**config.mk**
```make
export PLATFORM = sky130hd
export DESIGN_NAME = tap_recorder
export DESIGN_NICKNAME = d
export VERILOG_FILES = /design/src/rtl/tap_recorder.sv
export SDC_FILE = /design/constraint.sdc
export NUM_CORES = 1
export LEC_CHECK = 0
export ABC_AREA = 1
export BUFFER_PORTS_ARGS = -buffer_cell sky130_fd_sc_hd__buf_4
export CORE_MARGIN = 2
export CORE_UTILIZATION = 45
export CTS_CLUSTER_DIAMETER = 200
export DETAILED_ROUTE_END_ITERATION = 8
export PLACE_DENSITY = 0.69
export SYNTH_ARGS = -nofsm -noshare
export SYNTH_HDL_FRONTEND = slang
export SYNTH_SLANG_ARGS = --single-unit
```
**constraint.sdc**
```tcl
create_clock -name clk -period 2.7 [get_ports clk]
set_input_delay 0.135 -clock clk [delete_from_list [all_inputs] [get_ports clk]]
set_output_delay 0.135 -clock clk [all_outputs]
set_load 0.02 [all_outputs]
```
**src/rtl/tap_recorder.sv**
```systemverilog
`default_nettype none
// ---------------------------------------------------------------------------
// Module      : tap_recorder
// Description : Measures PET cassette write pulses at ce_1m resolution and
//               streams them as a TAP v1 image into memory through a
//               request/acknowledge byte write port.
// Revision    : 1.0 - initial release
// ---------------------------------------------------------------------------
module tap_recorder #(
   parameter int ADDR_W    = 25,
   parameter int FIFO_AW   = 2,
   parameter int MIN_PULSE = 8
) (
   input  logic              clk,
   input  logic              reset_n,
   input  logic              ce_1m,
   input  logic              rec_start,
   input  logic              rec_stop,
   input  logic              cass_motor_n,
   input  logic              cass_write,
   output logic              wr_req,
   output logic [ADDR_W-1:0] wr_addr,
   output logic [7:0]        wr_data,
   input  logic              wr_ack,
   output logic              busy,
   output logic [31:0]       rec_len,
   output logic              overflow,
   output logic              done
);

   localparam logic [2:0] c_IDLE  = 3'd0;
   localparam logic [2:0] c_HDR   = 3'd1;
   localparam logic [2:0] c_REC   = 3'd2;
   localparam logic [2:0] c_SHORT = 3'd3;
   localparam logic [2:0] c_LONG  = 3'd4;
   localparam logic [2:0] c_PATCH = 3'd5;
   localparam logic [2:0] c_DONE  = 3'd6;

   localparam int              c_DEPTH     = 1 << FIFO_AW;
   localparam logic [ADDR_W:0] c_LIMIT     = {1'b0, {ADDR_W{1'b1}}};
   localparam logic [23:0]     c_MIN_PULSE = 24'(MIN_PULSE);

   // TAP header byte at position idx (0..19); bytes 16..19 carry the record
   // length, written as zero here and filled in by the PATCH state
   function automatic logic [7:0] f_hdr(input logic [4:0] idx);
      logic [7:0] b;
      case (idx)
         5'd0:    b = 8'h43;
         5'd1:    b = 8'h36;
         5'd2:    b = 8'h34;
         5'd3:    b = 8'h2D;
         5'd4:    b = 8'h54;
         5'd5:    b = 8'h41;
         5'd6:    b = 8'h50;
         5'd7:    b = 8'h45;
         5'd8:    b = 8'h2D;
         5'd9:    b = 8'h52;
         5'd10:   b = 8'h41;
         5'd11:   b = 8'h57;
         5'd12:   b = 8'h01;
         default: b = 8'h00;
      endcase
      return b;
   endfunction

   // Little-endian byte select out of a 32-bit word
   function automatic logic [7:0] f_sel(input logic [31:0] w, input logic [1:0] i);
      logic [7:0] b;
      case (i)
         2'd0:    b = w[7:0];
         2'd1:    b = w[15:8];
         2'd2:    b = w[23:16];
         default: b = w[31:24];
      endcase
      return b;
   endfunction

   logic [2:0]        r_state;
   logic              r_wr_req;
   logic [ADDR_W-1:0] r_wr_addr;
   logic [7:0]        r_wr_data;
   logic [31:0]       r_rec_len;
   logic              r_overflow;
   logic              r_done;
   logic              r_stop;
   logic [4:0]        r_idx;
   logic [ADDR_W-1:0] r_daddr;
   logic [23:0]       r_pulse;

   logic [23:0]       r_cnt;
   logic              r_first;
   logic              r_cass_prev;

   logic [23:0]       r_fifo [c_DEPTH];
   logic [FIFO_AW-1:0] r_wptr;
   logic [FIFO_AW-1:0] r_rptr;
   logic [FIFO_AW:0]   r_fcnt;

   logic              w_busy;
   logic              w_start;
   logic              w_meas;
   logic              w_edge;
   logic              w_cnt_ok;
   logic              w_full;
   logic              w_empty;
   logic              w_push_req;
   logic              w_push;
   logic              w_drop;
   logic              w_pop;
   logic [23:0]       w_head;
   logic [ADDR_W:0]   w_daddr_x;
   logic              w_short_fits;
   logic              w_long_fits;

   assign w_busy     = (r_state != c_IDLE);
   assign w_start    = (r_state == c_IDLE) && rec_start;
   // Measurement freezes once a stop is requested; an edge coinciding with
   // the stop pulse itself is discarded as well.
   assign w_meas     = ((r_state == c_HDR) || (r_state == c_REC) ||
                        (r_state == c_SHORT) || (r_state == c_LONG)) &&
                       !r_stop && !rec_stop;
   assign w_edge     = w_meas && r_cass_prev && !cass_write;
   assign w_cnt_ok   = (r_cnt >= c_MIN_PULSE);
   assign w_full     = (r_fcnt == (FIFO_AW+1)'(c_DEPTH));
   assign w_empty    = (r_fcnt == '0);
   assign w_push_req = w_edge && r_first && w_cnt_ok;
   assign w_push     = w_push_req && !w_full;
   assign w_drop     = w_push_req && w_full;
   assign w_pop      = (r_state == c_REC) && !w_empty;
   assign w_head     = r_fifo[r_rptr];

   // The last usable data address is 2^ADDR_W-2; compare one bit wider to avoid wrap
   assign w_daddr_x    = {1'b0, r_daddr};
   assign w_short_fits = (w_daddr_x < c_LIMIT);
   assign w_long_fits  = ((w_daddr_x + (ADDR_W+1)'(3)) < c_LIMIT);

   assign wr_req   = r_wr_req;
   assign wr_addr  = r_wr_addr;
   assign wr_data  = r_wr_data;
   assign busy     = w_busy;
   assign rec_len  = r_rec_len;
   assign overflow = r_overflow;
   assign done     = r_done;

   // Pulse-width counter with falling-edge detection on the write line
   always_ff @(posedge clk or negedge reset_n) begin
      if (!reset_n) begin
         r_cnt       <= '0;
         r_first     <= 1'b0;
         r_cass_prev <= 1'b0;
      end else begin
         r_cass_prev <= cass_write;
         if (w_start) begin
            r_cnt   <= '0;
            r_first <= 1'b0;
         end else if (w_busy && rec_stop) begin
            r_cnt <= '0;
         end else if (w_meas) begin
            if (w_edge && (!r_first || w_cnt_ok)) begin
               r_cnt   <= '0;
               r_first <= 1'b1;
            end else if (ce_1m && !cass_motor_n && (r_cnt != '1)) begin
               r_cnt <= r_cnt + 24'd1;
            end
         end
      end
   end

   // Pulse FIFO storage; contents are only meaningful between the pointers
   always_ff @(posedge clk) begin
      if (w_push) begin
         r_fifo[r_wptr] <= r_cnt;
      end
   end

   // Pulse FIFO pointers and fill level
   always_ff @(posedge clk or negedge reset_n) begin
      if (!reset_n) begin
         r_wptr <= '0;
         r_rptr <= '0;
         r_fcnt <= '0;
      end else if (w_start) begin
         r_wptr <= '0;
         r_rptr <= '0;
         r_fcnt <= '0;
      end else begin
         if (w_push) r_wptr <= r_wptr + 1'b1;
         if (w_pop)  r_rptr <= r_rptr + 1'b1;
         case ({w_push, w_pop})
            2'b10:   r_fcnt <= r_fcnt + 1'b1;
            2'b01:   r_fcnt <= r_fcnt - 1'b1;
            default: r_fcnt <= r_fcnt;
         endcase
      end
   end

   // Recording sequencer: header, pulse records, length patch and write port
   always_ff @(posedge clk or negedge reset_n) begin
      if (!reset_n) begin
         r_state    <= c_IDLE;
         r_wr_req   <= 1'b0;
         r_wr_addr  <= '0;
         r_wr_data  <= '0;
         r_rec_len  <= '0;
         r_overflow <= 1'b0;
         r_done     <= 1'b0;
         r_stop     <= 1'b0;
         r_idx      <= '0;
         r_daddr    <= '0;
         r_pulse    <= '0;
      end else begin
         r_done <= 1'b0;
         if (w_drop) r_overflow <= 1'b1;
         if (w_busy && rec_stop) r_stop <= 1'b1;

         case (r_state)
            c_IDLE: begin
               if (rec_start) begin
                  r_state    <= c_HDR;
                  r_wr_req   <= 1'b1;
                  r_wr_addr  <= '0;
                  r_wr_data  <= f_hdr(5'd0);
                  r_idx      <= '0;
                  r_rec_len  <= '0;
                  r_overflow <= 1'b0;
                  r_stop     <= 1'b0;
                  r_daddr    <= ADDR_W'(20);
               end
            end

            c_HDR: begin
               if (r_wr_req) begin
                  if (wr_ack) begin
                     r_wr_req <= 1'b0;
                     if (r_idx == 5'd19) r_state <= c_REC;
                     else                r_idx   <= r_idx + 5'd1;
                  end
               end else begin
                  r_wr_req  <= 1'b1;
                  r_wr_addr <= ADDR_W'(r_idx);
                  r_wr_data <= f_hdr(r_idx);
               end
            end

            c_REC: begin
               if (w_pop) begin
                  r_pulse <= w_head;
                  r_idx   <= '0;
                  // A record that cannot fit below the address limit is dropped whole
                  if (w_head[23:11] == '0) begin
                     if (w_short_fits) r_state    <= c_SHORT;
                     else              r_overflow <= 1'b1;
                  end else begin
                     if (w_long_fits)  r_state    <= c_LONG;
                     else              r_overflow <= 1'b1;
                  end
               end else if (r_stop) begin
                  r_state <= c_PATCH;
                  r_idx   <= '0;
               end
            end

            c_SHORT: begin
               if (r_wr_req) begin
                  if (wr_ack) begin
                     r_wr_req  <= 1'b0;
                     r_rec_len <= r_rec_len + 32'd1;
                     r_daddr   <= r_daddr + 1'b1;
                     r_state   <= c_REC;
                  end
               end else begin
                  r_wr_req  <= 1'b1;
                  r_wr_addr <= r_daddr;
                  r_wr_data <= r_pulse[10:3];
               end
            end

            c_LONG: begin
               if (r_wr_req) begin
                  if (wr_ack) begin
                     r_wr_req  <= 1'b0;
                     r_rec_len <= r_rec_len + 32'd1;
                     r_daddr   <= r_daddr + 1'b1;
                     if (r_idx[1:0] == 2'd3) r_state <= c_REC;
                     else                    r_idx   <= r_idx + 5'd1;
                  end
               end else begin
                  r_wr_req  <= 1'b1;
                  r_wr_addr <= r_daddr;
                  // Long record: zero marker, then the 24-bit count little-endian
                  r_wr_data <= f_sel({r_pulse, 8'h00}, r_idx[1:0]);
               end
            end

            c_PATCH: begin
               if (r_wr_req) begin
                  if (wr_ack) begin
                     r_wr_req <= 1'b0;
                     if (r_idx[1:0] == 2'd3) begin
                        r_state <= c_DONE;
                        r_done  <= 1'b1;
                     end else begin
                        r_idx <= r_idx + 5'd1;
                     end
                  end
               end else begin
                  r_wr_req  <= 1'b1;
                  r_wr_addr <= ADDR_W'(r_idx) + ADDR_W'(5'd16);
                  r_wr_data <= f_sel(r_rec_len, r_idx[1:0]);
               end
            end

            c_DONE: begin
               r_state <= c_IDLE;
               r_stop  <= 1'b0;
            end

            default: begin
               r_state  <= c_IDLE;
               r_wr_req <= 1'b0;
            end
         endcase
      end
   end

endmodule
`default_nettype wire

```
==> PnR_summary.wiki, run 1 <==
{| class="wikitable"
! Metric !! Value
|-
| First-pass GRT wire length || 61.3 mm
|-
| DRC violations left || 0
|-
| Reg-to-reg setup timing slack || 0.24 ns
|-
| Final wirelength || 38.3 mm
|-
| Number of max-cap violations || 0
|-
| Yosys warns || 0
|-
| Via count of the first global-routing pass || 11290
|-
| Worst-path maximum fanout || 10
|-
| Number of placement rows || 63
|-
| Initial standard-cell utilization of the core || 0.460
|-
| Clock root buffer || clkbuf_16
|-
| Die Outline Area || 31800 sq um
|-
| Number of nets produced by synthesis || 1642
|-
| Cells after DPL || 2080
|-
| DP HPWL || 27.7 mm
|-
| Clock-pin slew of the registers on the worst-case setup and hold paths || 0.06 ns
|-
| Worst slew margin relative to its limit || 0.575
|-
| Power density cells || 849 nW/um^2
|-
| Critical-path top delay cell || dfrtp_2
|-
| Later-pin clock latency in the skew report || 0.55 ns
|-
| Number of inserted diodes || 0
|-
| Die width || 178 um
|-
| Number of buffers between clock root and the deepest sink || 3
|-
| Setup Crit Path Kind || flip-flop to flip-flop
|-
| Number of setup violations in the final report || 0
|-
| Overall global routing resource usage || 0.243
|-
| Area growth from synthesis to layout || 16.8%
|-
| Count of clock tree sinks || 255
|-
| Post-synth design cell area || 13700 sq um
|-
| Overflow after GRT || 0
|-
| Number of standard cells after synthesis || 1618
|-
| Most common cell after layout, fill and taps aside || nand2_1
|-
| Ratio of cells with drive above 1 in the final layout || 0.156
|-
| Post-layout total power || 0.0136 W
|-
| Number of synthesized flops with an enable pin || 96
|-
| Via count || 11985
|-
| Run status || finished clean
|-
| Post-DR wirelength/cell || 18.0 um
|-
| Leading cell types in the layout, fill and taps excluded || nand2_1, nor2_1, dfrtp_1, o21ai_0, inv_1
|-
| CP Capture Type || flip-flop
|-
| Transition time at the pin with the least slew margin || 0.637 ns
|-
| Final-stage net count || 1748
|-
| Post-synthesis sequential element count || 255
|-
| Critical path buffer and inverter count || 3
|-
| RSZ-0062 raised after global routing || false
|-
| Final cell count without fillers || 2136
|-
| Cells along the critical path || o21ai_0 > nand3_1 > inv_2 > nand2_2 > inv_1 > nand2_1 > nor2_2 > nand2_2 > nand2_1 > inv_1 > fa_1 > xor2_1 > nand4_1 > o211ai_1
|-
| Total clock buffers created by CTS || 28
|-
| Final antenna-violating net count || 0
|-
| Share of flip-flops with an asynchronous set or reset after synthesis || 0.624
|-
| Worst hold slack across all endpoints || 0.0462 ns
|-
| Std-Cell Core Area || 29800 sq um
|-
| Total leakage power || 6.44 nW
|-
| Min-Delay Path Class || input port to flip-flop
|-
| Die boundary height || 178 um
|-
| Crit-path leading delay family || simple AND/OR/NAND/NOR gates
|-
| Pin count of the biggest net entering global routing || 64
|-
| Peak Freq || 0.406 GHz
|-
| Data arrival at the endpoint of the critical path || 2.91 ns
|-
| Syn_area_per_cell || 8.46 sq um
|-
| Worst setup skew after layout || 0.0207 ns
|-
| Final count of hold timing violations || 0
|-
| Via-per-instance ratio || 5.61
|-
| Initial antenna violation count || 0
|-
| Launching element type of the critical path || flip-flop
|-
| H-tree Lvls || 1
|-
| Number of I/O port buffers || 76
|-
| Number of iterations in the first detailed-routing pass || 5
|-
| Total negative slack for setup checks || 0 ns
|-
| Number of ports placed on the die boundary || 77
|-
| Final period utilization || 0.913
|-
| Number of DRC markers in iteration 0 || 992
|-
| Max-slew violation total from the final report || 0
|-
| Share of the yosys chip area belonging to registers || 0.501
|-
| Shortest clock period the worst path allows after layout || 2.46 ns
|-
| Required time worst endpoint || 3.15 ns
|-
| CTS tree || built
|-
| Placer congestion estimate || 0.944
|-
| Library cells used by synthesis || 53
|-
| Maximum vdd drop || 569 uV
|-
| Delay of the slowest cell on the worst path || 0.48 ns
|-
| Final Core Density || 0.537
|-
| Primary flip-flop cell chosen by synthesis mapping || dfrtp_1
|}
==> final cells by class <==
| type | instances | area (sq um) |
|---|---|---|
| clock buffer | 34 | 744 |
| clock inverter | 18 | 213 |
| fill | 2773 | 13800 |
| inverter | 162 | 611 |
| multi-input combinational | 1141 | 5980 |
| sequential | 255 | 6860 |
| tap | 390 | 488 |
| timing repair buffer | 136 | 1100 |
==> logic make-up after synthesis <==
group,count (synthesis),share of synthesized area
and+or+nand+nor,759,0.251
AOI/OAI and AO/OA,323,0.141
DFF,255,0.501
buffers and inverters,222,0.0639
xor gates and xnor gates,42,0.0269
adders and majority gates,16,0.0152
muxes,1,0.000822
==> worst reg2reg max path, delay by kind of cell (launching register included) <==
kind / cells / cell delay [ns]
flops: 1 / 0.48
compound gates: 2 / 0.31
xor+xnor: 1 / 0.22
fa+ha+maj: 1 / 0.37
simple gates: 7 / 0.77
buf+inv: 3 / 0.23
==> what timing repair did <==
item                                    4_1_cts  5_1_grt
endpoints found under the setup margin        0        1
hold buffers                                  4        0
endpoints found under the hold margin        60        0
gates resized for setup                       0        2
setup buffers                                 0        0
==> metal layers <==
metal	track usage	part of all wire
met5	0	0
met4	0.0732	0.028
met3	0.0311	0.061
met2	0.396	0.47
met1	0.339	0.44
==> cells in the mapped netlist (5+ instances only) <==
cell      count  area share
nand4_1      27       0.012
nand3_1      70       0.026
o21ai_2      12      0.0077
o22a_1       11      0.0070
o31ai_1      32       0.018
a31oi_1       5      0.0023
o21ai_1      19      0.0069
nor3_1       68       0.025
nand2_2      28       0.013
o22ai_1      23       0.011
edfxtp_1     96        0.21
nand2_1     319       0.087
o221ai_1      8      0.0051
ha_1         15       0.014
a221oi_1      6      0.0038
a21oi_1      41       0.015
xor2_1       36       0.023
buf_2         7      0.0026
inv_1       145       0.040
nand3b_1      5      0.0027
clkbuf_1     46       0.013
nor4_1       14      0.0064
dfrtp_1     159        0.29
inv_2        14      0.0038
nor2_2       11      0.0050
nor2_4       11      0.0090
nor2_1      192       0.053
a22oi_1       7      0.0038
o21ai_0     148       0.054
xnor2_1       6      0.0038
==> path summary, 6_finish.rpt <==
kind / startpoint / endpoint / cells past startpoint
max: r_state[1]$_DFFE_PN0P_ / r_fcnt[2]$_DFFE_PN0P_ / 14
min: wr_ack / done$_DFF_PN0_ / 3
max reg2reg: r_state[1]$_DFFE_PN0P_ / r_fcnt[2]$_DFFE_PN0P_ / 14
min reg2reg: wr_addr[23]$_DFFE_PN0P_ / wr_addr[23]$_DFFE_PN0P_ / 2
max in group asynchronous: reset_n / wr_addr[21]$_DFFE_PN0P_ / 3
min in group asynchronous: reset_n / r_pulse[17]$_DFFE_PN0P_ / 2
==> per-stage QoR <==
stage	area (sq um)	setup slack, ns
6_report	16000	0.236
4_1_cts	16000	0.187
3_5_place_dp	15000	0.233
3_3_place_gp	15000	0.309
2_1_floorplan	13700	-0.0454
5_1_grt	16000	0.0210
==> sequential cells by signal, indices dropped and copies added (netlist names), 2 cells and up <==
register,count
r_fifo,96
r_pulse,24
r_state,3
r_rptr,2
r_daddr,25
r_fcnt,3
wr_addr,25
r_wptr,2
rec_len,32
wr_data,8
r_cnt,24
r_idx,5
==> report_power, final <==
part / leakage, nW / switching [W] / total, W / internal [W]
Sequential: 3.04 / 0.000406 / 0.00486 / 0.00445
Combinational: 2.95 / 0.00334 / 0.00477 / 0.00143
Clock: 0.456 / 0.00159 / 0.00395 / 0.00236
Note: power is estimated with default switching activity, not from simulation.
==> run 2, diff against run 1 <==
==> constraint.sdc (replaced) <==
create_clock -name clk -period 2.7 [get_ports clk]
set_input_delay 0.27 -clock clk [delete_from_list [all_inputs] [get_ports clk]]
set_output_delay 0.27 -clock clk [all_outputs]
set_load 0.02 [all_outputs]
==> PnR_summary.wiki, run 2 (synthesis results as in run 1) <==
{| class="wikitable"
! Metric !! Value
|-
| Max-slew violation total from the final report || 0
|-
| Worst setup slack after placement || 0.309 ns
|-
| Total leakage power || 6.43 nW
|-
| DRC violations left || 0
|-
| Worst setup skew after layout || 0.0239 ns
|-
| Startpoint of the most critical setup path || r_state[2]$_DFFE_PN0P_
|-
| Most common cell after layout, fill and taps aside || nand2_1
|-
| Final period utilization || 0.912
|-
| Number of max-cap violations || 0
|-
| Clock root buffer || clkbuf_16
|-
| Initial standard-cell utilization of the core || 0.460
|-
| Final-stage net count || 1741
|-
| Min-Delay Path Class || input port to flip-flop
|-
| Final count of hold timing violations || 0
|-
| Placer congestion estimate || 0.952
|-
| Number of DRC markers in iteration 0 || 1024
|-
| Critical-path top delay cell || dfrtp_1
|-
| Final antenna-violating net count || 0
|-
| Via-per-instance ratio || 5.57
|-
| Logic depth of the worst register-to-register path || 15
|-
| Cells along the critical path || nor2_1 > nand2_2 > nand3_1 > inv_2 > nand2_2 > inv_1 > nand2_1 > nor2_2 > nand2_2 > nand2_1 > inv_1 > fa_1 > xor2_1 > nand4_1 > o211ai_1
|-
| H-tree Lvls || 1
|-
| Overall global routing resource usage || 0.239
|-
| Setup Crit Path Kind || flip-flop to flip-flop
|-
| Ratio of cells with drive above 1 in the final layout || 0.152
|-
| Final cell area excluding filler cells || 16000 sq um
|-
| Worst hold path startpoint || rec_stop
|-
| Peak Freq || 0.406 GHz
|-
| Die Outline Area || 31800 sq um
|-
| Die width || 178 um
|-
| Register name with the most flops || r_fifo
|-
| Run status || finished clean
|-
| CP Capture Type || flip-flop
|-
| Power density cells || 855 nW/um^2
|-
| Launching element type of the critical path || flip-flop
|-
| Area growth from synthesis to layout || 16.5%
|-
| Post-CTS setup-driven buffer insertion count || 0
|-
| Worst-path maximum fanout || 7
|-
| Via count of the first global-routing pass || 11145
|-
| Beginning of the worst register-to-register path || r_state[2]$_DFFE_PN0P_
|-
| Pin count of the biggest net entering global routing || 54
|-
| Worst slew margin relative to its limit || 0.384
|-
| Data arrival at the endpoint of the critical path || 2.93 ns
|-
| Hold path depth || 3
|-
| Leading cell types in the layout, fill and taps excluded || nand2_1, nor2_1, dfrtp_1, o21ai_0, inv_1
|-
| Count of clock tree sinks || 255
|-
| Std-Cell Core Area || 29800 sq um
|-
| CTS tree || built
|-
| Post-DR wirelength/cell || 17.8 um
|-
| Transition time at the pin with the least slew margin || 0.923 ns
|-
| Maximum vdd drop || 522 uV
|-
| Number of inserted diodes || 0
|-
| DP HPWL || 27.1 mm
|-
| Clock-pin slew of the registers on the worst-case setup and hold paths || 0.06 ns
|-
| Number of iterations in the first detailed-routing pass || 5
|-
| Number of I/O port buffers || 76
|-
| Number of ports placed on the die boundary || 77
|-
| Number of flip-flops in the largest register || 96
|-
| Initial antenna violation count || 0
|-
| Min setup slack post-route || 0.236 ns
|-
| Total negative slack for setup checks || 0 ns
|-
| Final wirelength || 37.8 mm
|-
| Number of buffers between clock root and the deepest sink || 3
|-
| Delay of the slowest cell on the worst path || 0.50 ns
|-
| Placement-stage cell area || 15000 sq um
|-
| Cell mode on critical path || nand2_2
|-
| Number of setup violations in the final report || 0
|-
| Overflow after GRT || 0
|-
| Total clock buffers created by CTS || 27
|-
| Required time worst endpoint || 3.16 ns
|-
| Number of placement rows || 63
|-
| First-pass GRT wire length || 60.4 mm
|-
| Later-pin clock latency in the skew report || 0.56 ns
|-
| Die boundary height || 178 um
|-
| Shortest clock period the worst path allows after layout || 2.46 ns
|-
| RSZ-0062 raised after global routing || false
|-
| Via count || 11852
|}
==> run 2: cell types whose count changed in the layout (fill, tap and decap cells not counted), sizes merged <==
cell	before	now
clkbuf	34	28
bufinv	4	6
buf	132	128
clkinvlp	4	2
dlygate4sd3	4	2
clkinv	10	14
==> run 2: critical path: cells and delay by family (launching register included) <==
| kind | cells | cell delay (ns) |
|---|---|---|
| AND/OR/NAND/NOR | 9 | 0.95 |
| flip-flops | 1 | 0.50 |
| adder cells (fa/ha/maj) | 1 | 0.38 |
| buffers and inverters | 3 | 0.25 |
| XOR/XNOR | 1 | 0.21 |
| AO/OA/AOI/OAI | 1 | 0.10 |
==> run 2: stage by stage <==
step / std cells / total power [W] / util / hold slack (ns)
after floorplan: 1618 / 0.00806 / - / -0.0256
after global placement: 2076 / 0.00951 / 0.502 / 0.246
after detailed placement: 2076 / 0.00960 / 0.502 / 0.240
after CTS: 2128 / 0.0137 / 0.535 / 0.120
after global routing: 2128 / 0.0144 / 0.535 / 0.149
final: 2128 / 0.0136 / 0.535 / 0.158
==> run 2: repair_timing <==
item,CTS,global route
resized for setup,0,0
hold buffers,2,0
endpoints found under the hold margin,41,0
==> run 2: path summary, 6_finish.rpt <==
kind,slack [ns],to
max in group asynchronous,1.66,wr_addr[18]$_DFFE_PN0P_
max reg2reg,0.24,r_fcnt[2]$_DFFE_PN0P_
min in group asynchronous,0.23,r_cass_prev$_DFF_PN0_
min,0.16,r_stop$_DFF_PN0_
max,0.24,r_fcnt[2]$_DFFE_PN0P_
min reg2reg,0.48,wr_addr[24]$_DFFE_PN0P_
==> run 2: area by class of cell <==
| cell class | instances | area (sq um) |
|---|---|---|
| Tap cell | 390 | 488 |
| Clock buffer | 28 | 679 |
| Clock inverter | 22 | 288 |
| Inverter | 162 | 611 |
| Timing Repair Buffer | 130 | 1050 |
| Multi-Input combinational cell | 1141 | 5980 |
| Sequential cell | 255 | 6860 |
| Fill cell | 2753 | 13800 |
==> run 2: layer usage <==
metal / global-route usage / share of wire / vias to the layer above
li1: - / - / 5700
met1: 0.333 / 0.44 / 5676
met2: 0.396 / 0.47 / 421
met3: 0.0309 / 0.065 / 55
met4: 0.0606 / 0.022 / 0
met5: 0 / 0 / -
==> run 2: power breakdown <==
part           switching (W)  internal (W)  total, W
Combinational        0.00337       0.00139   0.00476
Clock                0.00162       0.00242   0.00404
Sequential          0.000392       0.00445   0.00484
Total                0.00538       0.00826    0.0136
==> run 3, diff against run 2 <==
==> constraint.sdc (replaced) <==
create_clock -name clk -period 2.7 [get_ports clk]
set_input_delay 0.405 -clock clk [delete_from_list [all_inputs] [get_ports clk]]
set_output_delay 0.405 -clock clk [all_outputs]
set_load 0.02 [all_outputs]
==> PnR_summary.wiki, run 3 (synthesis results as in run 1) <==
{| class="wikitable"
! Metric !! Value
|-
| Maximum vdd drop || 550 uV
|-
| Cells after DPL || 2078
|-
| Clock network fraction of design power || 0.283
|-
| Std-Cell Core Area || 29800 sq um
|-
| Via count of the first global-routing pass || 11171
|-
| Number of DRC markers in iteration 0 || 1043
|-
| Min-Delay Path Class || input port to flip-flop
|-
| Worst-path maximum fanout || 7
|-
| Overflow after GRT || 0
|-
| Peak Freq || 0.399 GHz
|-
| Pin count of the biggest net entering global routing || 73
|-
| Most common cell after layout, fill and taps aside || nand2_1
|-
| Final antenna-violating net count || 0
|-
| Switching pwr || 0.00528 W
|-
| Die boundary height || 178 um
|-
| Post-CTS setup-driven buffer insertion count || 0
|-
| Die Outline Area || 31800 sq um
|-
| Overall global routing resource usage || 0.241
|-
| Number of flip-flops in the largest register || 96
|-
| Final period utilization || 0.929
|-
| Post-DR wirelength/cell || 17.8 um
|-
| Via count || 11782
|-
| Share of total power in sequential cells || 0.363
|-
| Final wirelength || 38.0 mm
|-
| Number of iterations in the first detailed-routing pass || 7
|-
| Power density cells || 839 nW/um^2
|-
| DP HPWL || 27.6 mm
|-
| Later-pin clock latency in the skew report || 0.55 ns
|-
| Worst setup slack after placement || 0.252 ns
|-
| Final count of hold timing violations || 0
|-
| Clock root buffer || clkbuf_16
|-
| Via-per-instance ratio || 5.53
|-
| Internal || 0.00810 W
|-
| Max-slew violation total from the final report || 0
|-
| Data arrival at the endpoint of the critical path || 3.00 ns
|-
| Launching element type of the critical path || flip-flop
|-
| Clock-pin slew of the registers on the worst-case setup and hold paths || 0.06 ns
|-
| Total leakage power || 6.43 nW
|-
| Switching part of the total power || 0.395
|-
| Number of inserted diodes || 0
|-
| Die width || 178 um
|-
| Leading cell types in the layout, fill and taps excluded || nand2_1, nor2_1, dfrtp_1, o21ai_0, inv_1
|-
| Final cell count without fillers || 2132
|-
| Number of setup violations in the final report || 0
|-
| Register name with the most flops || r_fifo
|-
| Relative contribution of combinational cells to total power || 0.354
|-
| Initial antenna violation count || 0
|-
| H-tree Lvls || 1
|-
| Number of max-cap violations || 0
|-
| Number of buffers between clock root and the deepest sink || 3
|-
| Transition time at the pin with the least slew margin || 0.756 ns
|-
| Run status || finished clean
|-
| Startpoint of the most critical setup path || r_daddr[0]$_DFFE_PN0P_
|-
| Ratio of cells with drive above 1 in the final layout || 0.152
|-
| Min setup slack post-route || 0.192 ns
|-
| CP Capture Type || flip-flop
|-
| Count of clock tree sinks || 255
|-
| RSZ-0062 raised after global routing || false
|-
| Initial standard-cell utilization of the core || 0.460
|-
| Total negative slack for setup checks || 0 ns
|-
| Shortest clock period the worst path allows after layout || 2.51 ns
|-
| Area growth from synthesis to layout || 16.4%
|-
| Final Core Density || 0.535
|-
| Number of gates given a new drive strength after cts || 0
|-
| First-pass GRT wire length || 60.4 mm
|-
| Total clock buffers created by CTS || 28
|-
| Placer congestion estimate || 0.937
|-
| Worst slew margin relative to its limit || 0.496
|-
| Number of I/O port buffers || 76
|-
| Beginning of the worst register-to-register path || r_daddr[0]$_DFFE_PN0P_
|-
| Required time worst endpoint || 3.19 ns
|-
| Number of placement rows || 63
|-
| CTS tree || built
|-
| DRC violations left || 0
|-
| Setup Crit Path Kind || flip-flop to flip-flop
|-
| Number of ports placed on the die boundary || 77
|-
| Worst setup skew after layout || 0.0113 ns
|-
| Final cell area excluding filler cells || 15900 sq um
|-
| Worst hold path startpoint || rec_stop
|-
| Placement-stage cell area || 15000 sq um
|-
| Final-stage net count || 1744
|}
-- run 3: layer usage --
| metal | part of all wire | track usage | wire length, um | up-vias |
|---|---|---|---|---|
| met5 | 0 | 0 | 0 | - |
| met3 | 0.061 | 0.0330 | 2320 | 82 |
| met2 | 0.47 | 0.395 | 17700 | 416 |
| li1 | - | - | - | 5724 |
| met1 | 0.45 | 0.334 | 17000 | 5560 |
| met4 | 0.025 | 0.0732 | 959 | 0 |
-- run 3: critical path, cell delays in order, from the launching register on --
cell and delay [ns]:
dfrtp_1 0.39, inv_1 0.12, ha_1 0.27, nor2_4 0.26, nand2_2 0.13, nor2_4 0.18, nand2_1 0.07, nand2_1 0.09
nand2_1 0.06, nor2_1 0.17, nand2_1 0.09, nor2_1 0.12, nand2_1 0.07, nand2_1 0.08, nand2_2 0.09, nand2_2 0.10
nand2_1 0.06, nand2_1 0.08
-- run 3: power groups by stage --
stage	Sequential (W)	Combinational, W	Clock (W)
after CTS	0.00485	0.00473	0.00384
final	0.00486	0.00473	0.00378
after global routing	0.00491	0.00525	0.00399
after global placement	0.00490	0.00462	0
after detailed placement	0.00492	0.00468	0
after floorplan	0.00491	0.00316	0
-- run 3: path summary, 6_finish.rpt --
check | slack (ns) | depth (start not counted) | end
max | 0.19 | 17 | r_state[1]$_DFFE_PN0P_
min | 0.20 | 3 | r_stop$_DFF_PN0_
max reg2reg | 0.19 | 17 | r_state[1]$_DFFE_PN0P_
min reg2reg | 0.48 | 2 | wr_addr[21]$_DFFE_PN0P_
max in group asynchronous | 1.46 | 3 | rec_len[23]$_DFFE_PN0P_
min in group asynchronous | 0.43 | 2 | r_cnt[23]$_DFFE_PN0P_
-- run 3: final cells by class --
type / instances / area (sq um)
tap: 390 / 488
clock inverter: 14 / 121
multi-input combinational: 1141 / 5980
sequential: 255 / 6860
fill: 2708 / 13900
clock buffer: 38 / 790
timing repair buffer: 132 / 1090
inverter: 162 / 611
-- run 3: metrics by stage --
| stage | hold WS (ns) | power (W) |
|---|---|---|
| after floorplan | 0.109 | 0.00806 |
| after global placement | 0.468 | 0.00953 |
| after detailed placement | 0.471 | 0.00961 |
| after CTS | 0.180 | 0.0134 |
| after global routing | 0.230 | 0.0141 |
| final | 0.195 | 0.0134 |
-- run 3: repair_timing --
item / in CTS / in global routing
endpoints found under the setup margin: 0 / 0
hold buffers: 2 / 0
hold endpoints to repair: 68 / 0
